[config.mk]
export PLATFORM = sky130hd
export DESIGN_NAME = mem_port_arbiter
export DESIGN_NICKNAME = d
export VERILOG_FILES = /design/src/rtl/arm_mem_pkg.sv /design/src/rtl/mem_port_arbiter.sv
export SDC_FILE = /design/constraint.sdc
export NUM_CORES = 1
export LEC_CHECK = 0
export BUFFER_PORTS_ARGS = -buffer_cell sky130_fd_sc_hd__buf_4
export CORE_UTILIZATION = 43
export DETAILED_ROUTE_END_ITERATION = 8
export PLACE_DENSITY = 0.81
export REMOVE_ABC_BUFFERS = 1
export SLEW_MARGIN = 15
export SYNTH_ARGS = -nofsm -noshare
export SYNTH_HDL_FRONTEND = slang
export SYNTH_SLANG_ARGS = --single-unit
[constraint.sdc]
create_clock -name clk -period 2.4 [get_ports clk]
set_clock_uncertainty 0.1 [all_clocks]
set_input_delay 0.36 -clock clk [delete_from_list [all_inputs] [get_ports clk]]
set_output_delay 0.36 -clock clk [all_outputs]
set_load 0.005 [all_outputs]
[src/rtl/arm_mem_pkg.sv]
// Shared types for the instruction/data RAM port arbiter.
`timescale 1ns/1ps
package arm_mem_pkg;

   typedef enum logic [0:0] {
      IDLE    = 1'b0,
      RD_WAIT = 1'b1
   } mem_arb_state_t;

   typedef enum logic [0:0] {
      OWN_IF = 1'b0,
      OWN_LS = 1'b1
   } mem_owner_t;

endpackage

[src/rtl/mem_port_arbiter.sv]
// Shares the single-port I/D RAM between instruction fetch and load/store.
// LS wins arbitration until a streak limit is hit while fetch is waiting.
`timescale 1ns/1ps
module mem_port_arbiter
   import arm_mem_pkg::*;
#(
   parameter int unsigned ADDR_W        = 11,
   parameter int unsigned DATA_W        = 32,
   parameter int unsigned RAM_LAT       = 2,
   parameter int unsigned MAX_LS_STREAK = 4
) (
   input  logic              clk,
   input  logic              rst_n,
   input  logic              if_req,
   input  logic [ADDR_W-1:0] if_addr,
   input  logic              if_flush,
   output logic              if_gnt,
   output logic              if_rvalid,
   output logic [DATA_W-1:0] if_rdata,
   input  logic              ls_req,
   input  logic              ls_we,
   input  logic [ADDR_W-1:0] ls_addr,
   input  logic [DATA_W-1:0] ls_wdata,
   output logic              ls_gnt,
   output logic              ls_rvalid,
   output logic [DATA_W-1:0] ls_rdata,
   output logic [ADDR_W-1:0] ram_addr,
   output logic              ram_w_en,
   output logic [DATA_W-1:0] ram_wdata,
   input  logic [DATA_W-1:0] ram_rdata,
   output logic              busy
);

   localparam int unsigned LAT_W = (RAM_LAT > 1) ? $clog2(RAM_LAT) : 1;
   localparam int unsigned STK_W = $clog2(MAX_LS_STREAK + 1);
   localparam logic [LAT_W-1:0] LAT_LAST = LAT_W'(RAM_LAT - 1);
   localparam logic [STK_W-1:0] STK_MAX  = STK_W'(MAX_LS_STREAK);

   mem_arb_state_t   state_q, state_d;
   mem_owner_t       owner_q;
   logic [LAT_W-1:0] lat_cnt_q;
   logic [STK_W-1:0] streak_q;
   logic             drop_q;

   logic eff_if, grant_if, grant_ls, grant_rd, rd_last, if_cap, ls_cap;

   // Arbitration, only evaluated in IDLE; a flushing fetch never wins.
   assign eff_if   = if_req & ~if_flush;
   assign grant_if = (state_q == IDLE) & eff_if & (~ls_req | (streak_q == STK_MAX));
   assign grant_ls = (state_q == IDLE) & ls_req & ~grant_if;
   assign grant_rd = grant_if | (grant_ls & ~ls_we);
   assign rd_last  = (state_q == RD_WAIT) & (lat_cnt_q == LAT_LAST);
   assign if_cap   = rd_last & (owner_q == OWN_IF) & ~drop_q & ~if_flush;
   assign ls_cap   = rd_last & (owner_q == OWN_LS);

   // State register.
   always_ff @(posedge clk or negedge rst_n) begin
      if (!rst_n) begin
         state_q <= IDLE;
      end else begin
         state_q <= state_d;
      end
   end

   // Next-state logic: stores stay in IDLE, reads wait out the RAM latency.
   always_comb begin
      state_d = state_q;
      case (state_q)
         IDLE:    if (grant_rd) state_d = RD_WAIT;
         RD_WAIT: if (rd_last)  state_d = IDLE;
         default: state_d = IDLE;
      endcase
   end

   // Grant-cycle outputs; the RAM port is quiet outside grant cycles.
   always_comb begin
      if_gnt    = 1'b0;
      ls_gnt    = 1'b0;
      ram_addr  = '0;
      ram_w_en  = 1'b0;
      ram_wdata = '0;
      busy      = (state_q != IDLE);
      if (grant_if) begin
         if_gnt   = 1'b1;
         ram_addr = if_addr;
      end else if (grant_ls) begin
         ls_gnt   = 1'b1;
         ram_addr = ls_addr;
         ram_w_en = ls_we;
         if (ls_we) ram_wdata = ls_wdata;
      end
   end

   // Latency counter, read owner and fetch-drop flag.
   always_ff @(posedge clk or negedge rst_n) begin
      if (!rst_n) begin
         lat_cnt_q <= '0;
         owner_q   <= OWN_IF;
         drop_q    <= 1'b0;
      end else begin
         if (grant_rd) begin
            lat_cnt_q <= '0;
            owner_q   <= grant_if ? OWN_IF : OWN_LS;
         end else if (state_q == RD_WAIT) begin
            lat_cnt_q <= rd_last ? '0 : lat_cnt_q + LAT_W'(1);
         end
         if (grant_rd || rd_last) begin
            drop_q <= 1'b0;
         end else if ((state_q == RD_WAIT) && (owner_q == OWN_IF) && if_flush) begin
            drop_q <= 1'b1;
         end
      end
   end

   // LS streak: counts LS wins while fetch waits, saturating at the limit.
   always_ff @(posedge clk or negedge rst_n) begin
      if (!rst_n) begin
         streak_q <= '0;
      end else if (!if_req || grant_if) begin
         streak_q <= '0;
      end else if (grant_ls && (streak_q != STK_MAX)) begin
         streak_q <= streak_q + STK_W'(1);
      end
   end

   // Read return registers; each requester's data is held until its next pulse.
   always_ff @(posedge clk or negedge rst_n) begin
      if (!rst_n) begin
         if_rvalid <= 1'b0;
         ls_rvalid <= 1'b0;
         if_rdata  <= '0;
         ls_rdata  <= '0;
      end else begin
         if_rvalid <= if_cap;
         ls_rvalid <= ls_cap;
         if (if_cap) if_rdata <= ram_rdata;
         if (ls_cap) ls_rdata <= ram_rdata;
      end
   end

endmodule

==> impl_metrics.prom, run 1 <==
# TYPE chip_impl_metric gauge
chip_impl_metric{name="die_y",unit="um"} 88.83
chip_impl_metric{name="tritoncts.num_buffers",unit=""} 9
chip_impl_metric{name="tightest_slew",unit="ns"} 0.8978
chip_impl_metric{name="report.final.hold_viol_count",unit=""} 0
chip_impl_metric{name="boundaryPins",unit=""} 205
chip_impl_metric{name="max_cap_violations",unit=""} 0
chip_impl_info{name="cpLargestDelayFamily",value="buffers and inverters"} 1
chip_impl_metric{name="timing.critical_path.fanout_max",unit=""} 5
chip_impl_metric{name="number_of_buffers_inserted_for_hold_repair_after_clock_tree_synthesis",unit=""} 0
chip_impl_metric{name="post_synth_inst_count",unit=""} 231
chip_impl_metric{name="first_pass_grt_wire_length",unit="mm"} 12.20
chip_impl_metric{name="rows",unit=""} 31
chip_impl_metric{name="antenna_cells_inserted",unit=""} 0
chip_impl_info{name="result_of_the_run",value="finished clean"} 1
chip_impl_info{name="postSynth.topFlopCell",value="sky130_fd_sc_hd__dfrtp_1"} 1
chip_impl_metric{name="grt_remaining_overflow",unit=""} 0
chip_impl_metric{name="setup-tns-final",unit="ns"} 0
chip_impl_metric{name="max-vdd-ir-drop",unit="mV"} 0.7651
chip_impl_metric{name="area.growth.synth_to_final",unit="%"} 57.39
chip_impl_metric{name="ctsHtreeMaxLevel",unit=""} 3
chip_impl_info{name="ys_top_cells_by_count",value="sky130_fd_sc_hd__dfrtp_1 (73), sky130_fd_sc_hd__mux2_2 (64), sky130_fd_sc_hd__and2_1 (33)"} 1
chip_impl_metric{name="routed_via_density",unit=""} 4.831
chip_impl_info{name="synth.largest_area_cell",value="sky130_fd_sc_hd__dfrtp_1"} 1
chip_impl_info{name="ys_top_cells_by_area",value="sky130_fd_sc_hd__dfrtp_1 (56%), sky130_fd_sc_hd__mux2_2 (22%), sky130_fd_sc_hd__and2_1 (6.4%)"} 1
chip_impl_metric{name="core-area",unit="um2"} 7253
chip_impl_metric{name="synth_sequential_area_ratio",unit="%"} 56.35
chip_impl_info{name="r2r-start",value="busy"} 1
chip_impl_metric{name="grt_pass1_vias",unit=""} 2468
chip_impl_metric{name="drtPass1Iterations",unit=""} 4
chip_impl_metric{name="clkLatencyLatePin",unit="ns"} 0.33
chip_impl_metric{name="design_power_total",unit="mW"} 5.492
chip_impl_info{name="critical_path.startpoint",value="streak_q[0]"} 1
chip_impl_metric{name="flip_flop_and_latch_count_after_synthesis",unit=""} 73
chip_impl_metric{name="worst-path-buf-inv",unit=""} 3
chip_impl_metric{name="antenna_violations_before_repair",unit=""} 0
chip_impl_info{name="setup_repair_after_global_routing_missed_its_margin",value="true"} 1
chip_impl_metric{name="post-route-util",unit="%"} 70.35
chip_impl_metric{name="gp_congestion",unit=""} 0.7084
chip_impl_metric{name="worst-endpoint-arrival",unit="ns"} 1.82
chip_impl_info{name="worstHoldPathType",value="input port to async pin"} 1
chip_impl_metric{name="slowest_delay",unit="ns"} 0.40
chip_impl_info{name="critical_path_class",value="register to output pin"} 1
chip_impl_metric{name="detail_route.iter0.violations",unit=""} 70
chip_impl_info{name="cts_tree",value="yes"} 1
chip_impl_metric{name="final_layout_size_suffix_gt1_share",unit="%"} 68.02
chip_impl_metric{name="dieWidth",unit="um"} 88.83
chip_impl_metric{name="post_drt_wl_per_cell",unit="um"} 15.51
chip_impl_metric{name="numPortBuffers",unit=""} 204
chip_impl_info{name="cp-end-kind",value="output pin"} 1
chip_impl_metric{name="cp.required",unit="ns"} 1.94
chip_impl_metric{name="final_period_minus_worst_setup_slack",unit="ns"} 2.282
chip_impl_metric{name="pin_count_of_the_biggest_net_entering_global_routing",unit=""} 74
chip_impl_metric{name="final_setup_violating_endpoints",unit=""} 0
chip_impl_metric{name="die_area",unit="um2"} 7891
chip_impl_info{name="yosys.cell_count.top_type",value="sky130_fd_sc_hd__dfrtp_1"} 1
chip_impl_info{name="crit_path_frequent_cell",value="sky130_fd_sc_hd__buf_4"} 1
chip_impl_info{name="cpMaxStageDelayCell",value="sky130_fd_sc_hd__dfrtp_1"} 1
chip_impl_info{name="root_buffer",value="sky130_fd_sc_hd__clkbuf_8"} 1
chip_impl_metric{name="buffers_from_clock_root_to_sink_at_most",unit=""} 2
chip_impl_metric{name="routed_wirelength",unit="mm"} 8.421
chip_impl_metric{name="timing.final.crit_share",unit="%"} 95.07
chip_impl_metric{name="cellPowerDensity",unit="nW/um2"} 1076
chip_impl_metric{name="final-max-slew-violation-count",unit=""} 0
chip_impl_metric{name="dp_hpwl",unit="mm"} 6.231
chip_impl_metric{name="maxSlewHeadroom",unit="%"} 40.14
chip_impl_metric{name="timing.fmax",unit="MHz"} 438.3
chip_impl_metric{name="clock-sinks",unit=""} 73
chip_impl_metric{name="floorplan.initialDensity",unit="%"} 44.70
chip_impl_metric{name="final_net_count",unit=""} 534
chip_impl_metric{name="asyncSetResetFlopFracSynth",unit="%"} 100.0
chip_impl_metric{name="synth.cell_area",unit="um2"} 3242
chip_impl_metric{name="grt_use_total",unit="%"} 21.07
chip_impl_metric{name="synth_cell_types",unit=""} 27
chip_impl_metric{name="synth_edf_count",unit=""} 0
chip_impl_metric{name="drt_drc_violations_left",unit=""} 0
chip_impl_info{name="crit_chain",value="inv_2, ha_4, a21boi_2, nor4b_4, buf_4, a22o_1, buf_4"} 1
chip_impl_metric{name="via_count",unit=""} 2623
chip_impl_info{name="critical_path.startpoint_type",value="register"} 1
chip_impl_metric{name="synth.avg_cell_area",unit="um2"} 14.03
chip_impl_metric{name="power.static_leakage",unit="nW"} 2.550
chip_impl_metric{name="synth_top_cell_area_share",unit="%"} 56.35
chip_impl_metric{name="ys.warnings.count",unit=""} 0
chip_impl_metric{name="clkSlewWorstSetupHoldPaths",unit="ns"} 0.08
chip_impl_metric{name="detail-route-antenna-nets",unit=""} 0
worst reg2reg max path: cells and delay by family, from the launching register on:
kind	cells	cell delay, ns
flops	1	0.51
mux	1	0.37
buf+inv	1	0.26
simple gates	2	0.28
final cells by class:
cell class | count | area [um2]
tap | 99 | 123.9
multi-input combinational | 141 | 1329
sequential | 73 | 1828
clock buffer | 11 | 141.4
timing repair buffer | 210 | 1609
inverter | 5 | 18.77
fill | 517 | 2151
clock inverter | 4 | 52.55
layout by cell type, fill, tap and decap left out, types with 2 or more instances in the layout:
cell,n
sky130_fd_sc_hd__a21oi_1,4
sky130_fd_sc_hd__a22o_1,11
sky130_fd_sc_hd__and2_1,33
sky130_fd_sc_hd__buf_12,2
sky130_fd_sc_hd__buf_4,206
sky130_fd_sc_hd__buf_6,2
sky130_fd_sc_hd__clkbuf_8,10
sky130_fd_sc_hd__dfrtp_1,72
sky130_fd_sc_hd__inv_1,3
sky130_fd_sc_hd__inv_2,2
sky130_fd_sc_hd__mux2_2,64
sky130_fd_sc_hd__nand2b_1,2
sky130_fd_sc_hd__nand3_1,2
sky130_fd_sc_hd__nor2b_1,3
sky130_fd_sc_hd__o21ai_0,4
metrics by stage:
| stage | setup slack [ns] | cells | cell area [um2] | hold slack, ns |
|---|---|---|---|---|
| after floorplan | 0.06281 | 219 | 3151 | -0.03559 |
| after global placement | 0.2956 | 526 | 4866 | 0.3888 |
| after detailed placement | 0.2133 | 526 | 4866 | 0.3943 |
| after CTS | 0.01823 | 543 | 5096 | 0.07120 |
| after global routing | -0.007663 | 543 | 5102 | 0.1113 |
| final | 0.1183 | 543 | 5102 | 0.05375 |
metal layers:
metal  share of wire (%)  wire length (um)  global-route usage, %
met1                  39              3263                  24.09
met2                  51              4285                  36.64
met3                 9.6               808                  8.675
met4                0.75                63                  5.279
met5                   0                 0                      0
sequential cells by signal (all words and copies together) (netlist names):
register / flops
if_rdata: 32
ls_rdata: 32
streak_q: 3
busy: 1
drop_q: 1
if_rvalid: 1
lat_cnt_q: 1
ls_rvalid: 1
owner_q: 1
path summary, 6_finish.rpt:
| check | endpoint | slack (ns) | cells past startpoint |
|---|---|---|---|
| setup / recovery | ram_addr[6] | 0.12 | 7 |
| hold / removal | ls_rdata[21] | 0.05 | 1 |
| setup reg to reg | if_rdata[4] | 0.76 | 4 |
| hold reg to reg | if_rdata[0] | 0.41 | 1 |
| max in group asynchronous | busy | 1.51 | 1 |
| min in group clk | if_rdata[7] | 0.16 | 2 |
power by group:
part / internal [mW] / total, mW / leakage (nW) / switching [mW]
Sequential: 1.82 / 2.18 / 0.882 / 0.355
Combinational: 1.55 / 2.37 / 1.57 / 0.817
Clock: 0.507 / 0.950 / 0.0998 / 0.443
Total: 3.88 / 5.49 / 2.55 / 1.61
logic make-up after synthesis:
family                     Yosys count  share of synthesized area, %
muxes                               64                         22.23
buffers and inverters               17                         3.396
AOI/OAI and AO/OA                   24                         5.674
adders and majority gates            2                        0.7718
DFF                                 73                         56.35
and+or+nand+nor                     51                         11.58
timing repair:
action / in CTS / in global routing
pin swaps: 2 / 1
cloned: 1 / 0
resized for setup: 6 / 4
endpoints found under the setup margin: 43 / 43
buffers inserted: 1 / 0
Note: power is estimated with default switching activity, not from simulation.
==> run 2, diff against run 1 <==
--- a/config.mk
+++ b/config.mk
@@ -10,6 +10,7 @@
 export DETAILED_ROUTE_END_ITERATION = 8
 export PLACE_DENSITY = 0.81
 export REMOVE_ABC_BUFFERS = 1
+export SETUP_SLACK_MARGIN = 0.2
 export SLEW_MARGIN = 15
 export SYNTH_ARGS = -nofsm -noshare
 export SYNTH_HDL_FRONTEND = slang
==> run 2 against run 1 <==
  * Clock-buffer cell count did not move
  * Register-to-register slack worse by 0.06 ns
  * Global-route usage rose by 0.34 points
  * Hold slack got worse by 0.0012 ns
  * Highest routed layer unchanged
  * Critical endpoint unchanged
  * Clock power hardly changed
  * First-iteration DRC count is 13% lower
  * Via count increased by 2.3%
  * Sequential share of layout area decreased by 0.60 points
  * Worst setup slack gained 0.021 ns
  * Power rose by 0.99%
  * Sequential power is essentially flat
==> impl_metrics.prom, run 2 (synthesis gave the netlist of run 1 again) <==
# TYPE chip_impl_metric gauge
chip_impl_info{name="result_of_the_run",value="finished clean"} 1
chip_impl_info{name="r2r-start",value="streak_q[1]"} 1
chip_impl_info{name="root_buffer",value="sky130_fd_sc_hd__clkbuf_8"} 1
chip_impl_metric{name="area.growth.synth_to_final",unit="%"} 60.09
chip_impl_info{name="cp-end-kind",value="output pin"} 1
chip_impl_metric{name="post-route-util",unit="%"} 71.55
chip_impl_metric{name="die_area",unit="um2"} 7891
chip_impl_metric{name="final_setup_violating_endpoints",unit=""} 0
chip_impl_metric{name="final_layout_size_suffix_gt1_share",unit="%"} 68.65
chip_impl_metric{name="final_net_count",unit=""} 543
chip_impl_info{name="mostFrequentLayoutCells",value="sky130_fd_sc_hd__buf_4 (214), sky130_fd_sc_hd__dfrtp_1 (72), sky130_fd_sc_hd__mux2_2 (64), sky130_fd_sc_hd__and2_1 (33), sky130_fd_sc_hd__a22o_1 (11)"} 1
chip_impl_info{name="worstHoldPathType",value="input port to async pin"} 1
chip_impl_metric{name="setup_ws",unit="ns"} 0.1389
chip_impl_metric{name="timing.critical_path.fanout_max",unit=""} 5
chip_impl_metric{name="clock_power_share",unit="%"} 17.1
chip_impl_metric{name="max-vdd-ir-drop",unit="mV"} 0.7664
chip_impl_metric{name="gp_congestion",unit=""} 0.7084
chip_impl_metric{name="power.static_leakage",unit="nW"} 2.603
chip_impl_metric{name="grt_use_total",unit="%"} 21.41
chip_impl_info{name="setup_repair_after_global_routing_missed_its_margin",value="true"} 1
chip_impl_metric{name="timing.final.crit_share",unit="%"} 94.21
chip_impl_metric{name="ctsHtreeMaxLevel",unit=""} 3
chip_impl_metric{name="final-max-slew-violation-count",unit=""} 0
chip_impl_metric{name="antenna_cells_inserted",unit=""} 0
chip_impl_metric{name="pwr-share-comb",unit="%"} 44.1
chip_impl_metric{name="tritoncts.num_buffers",unit=""} 9
chip_impl_metric{name="max_cap_violations",unit=""} 0
chip_impl_metric{name="drt_drc_violations_left",unit=""} 0
chip_impl_metric{name="clkSlewWorstSetupHoldPaths",unit="ns"} 0.08
chip_impl_metric{name="buffers_from_clock_root_to_sink_at_most",unit=""} 2
chip_impl_metric{name="antenna_violations_before_repair",unit=""} 0
chip_impl_metric{name="switching_fraction_of_total_power",unit="%"} 29.38
chip_impl_metric{name="routed_via_density",unit=""} 4.861
chip_impl_metric{name="dieWidth",unit="um"} 88.83
chip_impl_metric{name="share_seq_of_total_power",unit="%"} 38.8
chip_impl_metric{name="post_drt_wl_per_cell",unit="um"} 15.64
chip_impl_info{name="largestRegisters",value="if_rdata (32), ls_rdata (32), streak_q (3)"} 1
chip_impl_metric{name="worst-endpoint-arrival",unit="ns"} 1.80
chip_impl_metric{name="clkLatencyLatePin",unit="ns"} 0.33
chip_impl_info{name="layout_commonest_cell",value="sky130_fd_sc_hd__buf_4"} 1
chip_impl_metric{name="via_count",unit=""} 2683
chip_impl_metric{name="pre_cts_slack",unit="ns"} 0.2133
chip_impl_metric{name="dp_hpwl",unit="mm"} 6.231
chip_impl_metric{name="cp.required",unit="ns"} 1.94
chip_impl_metric{name="clock-sinks",unit=""} 73
chip_impl_metric{name="place_inst",unit=""} 526
chip_impl_metric{name="floorplan.initialDensity",unit="%"} 44.70
chip_impl_metric{name="fillCellCount",unit=""} 513
chip_impl_metric{name="timing.reg2reg.setup_slack",unit="ns"} 0.70
chip_impl_metric{name="drtPass1Iterations",unit=""} 4
chip_impl_metric{name="final-instance-count-excl-fill",unit=""} 552
chip_impl_metric{name="die_y",unit="um"} 88.83
chip_impl_metric{name="boundaryPins",unit=""} 205
chip_impl_info{name="cts_tree",value="yes"} 1
chip_impl_metric{name="grt_pass1_vias",unit=""} 2529
chip_impl_info{name="critical_path.startpoint_type",value="register"} 1
chip_impl_metric{name="timing.fmax",unit="MHz"} 442.3
chip_impl_metric{name="numPortBuffers",unit=""} 204
chip_impl_metric{name="core-area",unit="um2"} 7253
chip_impl_metric{name="detail_route.iter0.violations",unit=""} 61
chip_impl_metric{name="tightest_slew",unit="ns"} 0.8977
chip_impl_metric{name="r2r.worst_path.cells",unit=""} 8
chip_impl_metric{name="maxSlewHeadroom",unit="%"} 40.15
chip_impl_metric{name="setup-tns-final",unit="ns"} 0
chip_impl_metric{name="power.net_switching",unit="mW"} 1.629
chip_impl_metric{name="number_of_buffers_inserted_for_hold_repair_after_clock_tree_synthesis",unit=""} 0
chip_impl_metric{name="internal_power",unit="mW"} 3.917
chip_impl_metric{name="final_period_minus_worst_setup_slack",unit="ns"} 2.261
chip_impl_info{name="critical_path_class",value="register to output pin"} 1
chip_impl_metric{name="report.final.hold_viol_count",unit=""} 0
chip_impl_metric{name="detail-route-antenna-nets",unit=""} 0
chip_impl_metric{name="rows",unit=""} 31
chip_impl_metric{name="grt_remaining_overflow",unit=""} 0
chip_impl_metric{name="routed_wirelength",unit="mm"} 8.632
chip_impl_metric{name="first_pass_grt_wire_length",unit="mm"} 12.39
chip_impl_info{name="reg2reg_to",value="busy"} 1
chip_impl_metric{name="pin_count_of_the_biggest_net_entering_global_routing",unit=""} 74
chip_impl_metric{name="cellPowerDensity",unit="nW/um2"} 1069
## run 2: changes by cell type in the layout (fill, tap and decap cells not counted)
| cell | delta |
|---|---|
| sky130_fd_sc_hd__a21boi_2 | -1 |
| sky130_fd_sc_hd__buf_4 | +8 |
| sky130_fd_sc_hd__buf_12 | +1 |
| sky130_fd_sc_hd__a21boi_4 | +1 |
## run 2: power by group through the flow
stage	sequential (mW)	clock, mW	combinational [mW]
5_1_grt	2.22	1.03	2.65
3_5_place_dp	2.19	0	2.38
3_3_place_gp	2.16	0	2.33
2_1_floorplan	2.19	0	0.964
4_1_cts	2.16	0.981	2.47
6_report	2.15	0.948	2.44
## run 2: worst max-delay path by stage
stage                 from           to  slack [ns]  depth (start not counted)
2_1_floorplan         busy  if_rdata[0]        0.06                          3
3_5_place_dp   streak_q[0]  ram_addr[7]        0.21                          7
4_1_cts        streak_q[1]  ram_addr[4]        0.09                          7
3_3_place_gp   streak_q[0]  ram_addr[3]        0.30                          7
5_1_grt        streak_q[1]  ram_addr[6]        0.05                          7
6_report       streak_q[1]  ram_addr[6]        0.14                          7
## run 2: per-stage QoR
step / area [um2] / hold slack, ns / total power [mW]
after floorplan: 3151 / -0.03559 / 3.158
after global placement: 4866 / 0.3888 / 4.482
after detailed placement: 4866 / 0.3943 / 4.574
after CTS: 5156 / 0.07120 / 5.605
after global routing: 5190 / 0.1113 / 5.898
final: 5190 / 0.05259 / 5.546
## run 2: repair_timing
item,4_1_cts,5_1_grt
setup endpoints to repair,46,44
buffers inserted,7,3
pin swaps,13,3
resized for setup,11,3
gates cloned,1,0
## run 2: critical path: stages (launching register included)
cell                       delay, ns
sky130_fd_sc_hd__dfrtp_1        0.39
sky130_fd_sc_hd__inv_2          0.08
sky130_fd_sc_hd__ha_4           0.16
sky130_fd_sc_hd__a21boi_4       0.06
sky130_fd_sc_hd__nor4b_4        0.33
sky130_fd_sc_hd__buf_4          0.21
sky130_fd_sc_hd__a22o_1         0.14
sky130_fd_sc_hd__buf_4          0.11
## run 2: final cells by class
class,instances,area [um2],area share (%)
inverters,5,18.77,0.3616
flip-flops and latches,73,1828,35.22
clock inverters,4,52.55,1.013
repair buffers,219,1689,32.55
well taps,99,123.9,2.387
multi-input cells,141,1336,25.75
clock buffers,11,141.4,2.724
## run 2: routing by layer
metal  wire length, um  global-route usage, %
met4                65                  5.279
met2              4428                  37.83
met5                 0                      0
met3               806                  8.582
met1              3331                  24.17
==> run 3, diff against run 2 <==
==> constraint.sdc (replaced) <==
create_clock -name clk -period 2.4 [get_ports clk]
set_clock_uncertainty 0.1 [all_clocks]
set_input_delay 0.12 -clock clk [delete_from_list [all_inputs] [get_ports clk]]
set_output_delay 0.12 -clock clk [all_outputs]
set_load 0.005 [all_outputs]
==> run 3 against run 2 <==
  * Worst setup slack improved by 0.13 ns
  * Critical path depth increased by 1
  * Final area up 6.6%
  * Wire length grew 8.1%
  * Clock-buffer cell count is 1 lower
  * Power rose by 0.32%
  * Global-route usage grew 0.54 points
==> impl_metrics.prom, run 3 (synthesis gave the netlist of run 1 again) <==
# TYPE chip_impl_metric gauge
chip_impl_metric{name="met3_wirelength",unit="um"} 719
chip_impl_metric{name="post_drt_wl_per_cell",unit="um"} 16.00
chip_impl_metric{name="final_layout_size_suffix_gt1_share",unit="%"} 65.08
chip_impl_metric{name="pre_cts_slack",unit="ns"} 0.5436
chip_impl_metric{name="antenna_violations_before_repair",unit=""} 0
chip_impl_metric{name="timing.critical_path.fanout_max",unit=""} 16
chip_impl_metric{name="timing.final.crit_share",unit="%"} 88.83
chip_impl_metric{name="tightest_slew",unit="ns"} 0.8938
chip_impl_metric{name="area.growth.synth_to_final",unit="%"} 70.71
chip_impl_metric{name="drt-met1-wl",unit="mm"} 3.442
chip_impl_info{name="worstHoldPathType",value="input port to register"} 1
chip_impl_info{name="result_of_the_run",value="finished clean"} 1
chip_impl_metric{name="placedInstanceArea",unit="um2"} 4861
chip_impl_metric{name="core-area",unit="um2"} 7253
chip_impl_metric{name="antenna_cells_inserted",unit=""} 0
chip_impl_metric{name="routed_via_density",unit=""} 4.818
chip_impl_info{name="cpLargestDelayFamily",value="buffers and inverters"} 1
chip_impl_info{name="layout_commonest_cell",value="sky130_fd_sc_hd__buf_4"} 1
chip_impl_metric{name="slowest_delay",unit="ns"} 0.40
chip_impl_metric{name="max_cap_violations",unit=""} 0
chip_impl_metric{name="dr_wl_met2",unit="mm"} 5.033
chip_impl_metric{name="detail-route-antenna-nets",unit=""} 0
chip_impl_metric{name="final-instance-count-excl-fill",unit=""} 583
chip_impl_metric{name="grt_remaining_overflow",unit=""} 0
chip_impl_info{name="crit_path_frequent_cell",value="sky130_fd_sc_hd__buf_4"} 1
chip_impl_metric{name="setup_ws",unit="ns"} 0.2681
chip_impl_metric{name="clkLatencyLatePin",unit="ns"} 0.34
chip_impl_metric{name="boundaryPins",unit=""} 205
chip_impl_metric{name="report.final.hold_viol_count",unit=""} 0
chip_impl_info{name="setup_repair_after_global_routing_missed_its_margin",value="false"} 1
chip_impl_metric{name="place_inst",unit=""} 527
chip_impl_info{name="reg2reg_to",value="if_rdata[12]"} 1
chip_impl_metric{name="dp_hpwl",unit="mm"} 6.193
chip_impl_metric{name="routed_wirelength",unit="mm"} 9.327
chip_impl_info{name="r2r-start",value="busy"} 1
chip_impl_metric{name="cp.required",unit="ns"} 2.18
chip_impl_metric{name="pin_count_of_the_biggest_net_entering_global_routing",unit=""} 74
chip_impl_info{name="root_buffer",value="sky130_fd_sc_hd__clkbuf_8"} 1
chip_impl_metric{name="maxSlewHeadroom",unit="%"} 40.42
chip_impl_info{name="mostFrequentLayoutCells",value="sky130_fd_sc_hd__buf_4 (207), sky130_fd_sc_hd__dfrtp_1 (73), sky130_fd_sc_hd__mux2_2 (64), sky130_fd_sc_hd__dlygate4sd3_1 (34), sky130_fd_sc_hd__and2_1 (25)"} 1
chip_impl_info{name="largestRegisters",value="if_rdata (32), ls_rdata (32), streak_q (3)"} 1
chip_impl_metric{name="tritoncts.num_buffers",unit=""} 9
chip_impl_metric{name="final_setup_violating_endpoints",unit=""} 0
chip_impl_metric{name="grt_use_total",unit="%"} 21.95
chip_impl_metric{name="holdPathStages",unit=""} 3
chip_impl_info{name="top_layer_used",value="met4"} 1
chip_impl_metric{name="cellPowerDensity",unit="nW/um2"} 1005
chip_impl_info{name="cp-end-kind",value="output pin"} 1
chip_impl_metric{name="first_pass_grt_wire_length",unit="mm"} 12.61
chip_impl_metric{name="rows",unit=""} 31
chip_impl_metric{name="via_count",unit=""} 2809
chip_impl_metric{name="timing.reg2reg.setup_slack",unit="ns"} 0.54
chip_impl_metric{name="timing.fmax",unit="MHz"} 469.1
chip_impl_info{name="holdPathEnd",value="owner_q"} 1
chip_impl_metric{name="buffers_from_clock_root_to_sink_at_most",unit=""} 2
chip_impl_metric{name="die_area",unit="um2"} 7891
chip_impl_metric{name="clkSlewWorstSetupHoldPaths",unit="ns"} 0.07
chip_impl_metric{name="final_net_count",unit=""} 573
chip_impl_metric{name="floorplan.initialDensity",unit="%"} 44.70
chip_impl_metric{name="die_y",unit="um"} 88.83
chip_impl_metric{name="final_period_minus_worst_setup_slack",unit="ns"} 2.132
chip_impl_info{name="cts_tree",value="yes"} 1
chip_impl_metric{name="r2r.worst_path.cells",unit=""} 4
chip_impl_metric{name="max-vdd-ir-drop",unit="mV"} 0.6410
chip_impl_metric{name="worst-path-buf-inv",unit=""} 4
chip_impl_info{name="cpMaxStageDelayCell",value="sky130_fd_sc_hd__dfrtp_1"} 1
chip_impl_metric{name="drtPass1Iterations",unit=""} 4
chip_impl_metric{name="clock-sinks",unit=""} 73
chip_impl_info{name="crit_chain",value="inv_2, ha_4, buf_4, a21boi_2, nor4b_4, buf_6, a22o_1, buf_4"} 1
chip_impl_info{name="hp-start",value="ls_we"} 1
chip_impl_metric{name="drt_drc_violations_left",unit=""} 0
chip_impl_metric{name="detail_route.iter0.violations",unit=""} 50
chip_impl_metric{name="dieWidth",unit="um"} 88.83
chip_impl_metric{name="numPortBuffers",unit=""} 204
chip_impl_metric{name="final-max-slew-violation-count",unit=""} 0
chip_impl_info{name="critical_path.startpoint_type",value="register"} 1
chip_impl_metric{name="setup-tns-final",unit="ns"} 0
chip_impl_metric{name="gp_congestion",unit=""} 0.7462
chip_impl_metric{name="power.static_leakage",unit="nW"} 2.736
chip_impl_metric{name="grt_pass1_vias",unit=""} 2658
chip_impl_metric{name="ctsHtreeMaxLevel",unit=""} 3
chip_impl_metric{name="worst-endpoint-arrival",unit="ns"} 1.91
chip_impl_info{name="critical_path_class",value="register to output pin"} 1
chip_impl_metric{name="area_of_all_placed_cells_without_fillers",unit="um2"} 5534
chip_impl_metric{name="hold-worst-slack",unit="ns"} 0.02584
-- run 3: cell types whose count changed in the layout (fill, tap and decap cells not counted), sizes merged --
cell,previous run,this run
clkinv,2,3
clkbuf,11,12
bufinv,1,0
dlygate4sd3,0,34
clkinvlp,0,1
buf,219,213
inv,6,7
-- run 3: timing repair --
item                                   4_1_cts  5_1_grt
buffers inserted                             0        3
gates resized for setup                      0       18
endpoints found under the hold margin      140        0
setup endpoints to repair                    0       43
hold buffers                                34        0
-- run 3: through the flow --
step | total power, mW | utilization, %
after CTS | 5.501 | 74.16
after global placement | 4.476 | 67.02
after global routing | 5.899 | 76.30
after detailed placement | 4.575 | 67.02
after floorplan | 3.158 | -
final | 5.563 | 76.30
-- run 3: routing by layer --
layer / global-route usage [%] / vias to the layer above
met5: 0 / -
met4: 9.677 / 0
met3: 6.996 / 10
met2: 39.86 / 123
met1: 23.26 / 1363
li1: - / 1313
-- run 3: worst max-delay path by stage --
stage | slack, ns | end | depth (start not counted) | startpoint
global route | 0.19 | ram_addr[7] | 8 | streak_q[0]
global placement | 0.62 | if_rdata[4] | 4 | busy
floorplan | 0.06 | if_rdata[0] | 3 | busy
finish | 0.27 | ram_addr[8] | 8 | streak_q[0]
detailed placement | 0.54 | if_rdata[9] | 4 | busy
CTS | 0.20 | ram_addr[0] | 7 | streak_q[0]
-- run 3: report_power, final --
| group | internal [mW] | switching [mW] | leakage (nW) |
|---|---|---|---|
| Clock | 0.405 | 0.461 | 0.0928 |
| Sequential | 1.82 | 0.363 | 0.883 |
| Combinational | 1.64 | 0.874 | 1.76 |
| Total | 3.87 | 1.70 | 2.74 |
-- run 3: layout make-up --
type / instances / area, um2
fillers: 453 / 1719
clock buffers: 10 / 137.6
multi-input cells: 141 / 1349
clock inverters: 6 / 40.04
repair buffers: 249 / 2038
well taps: 99 / 123.9
inverters: 5 / 18.77
flip-flops and latches: 73 / 1827
-- run 3: worst register-to-register path, delay by kind of cell, from the launching register on --
| family | cells | cell delay (ns) |
|---|---|---|
| buffers and inverters | 1 | 0.37 |
| flip-flops | 1 | 0.60 |
| multiplexers | 1 | 0.41 |
| AND/OR/NAND/NOR | 2 | 0.27 |
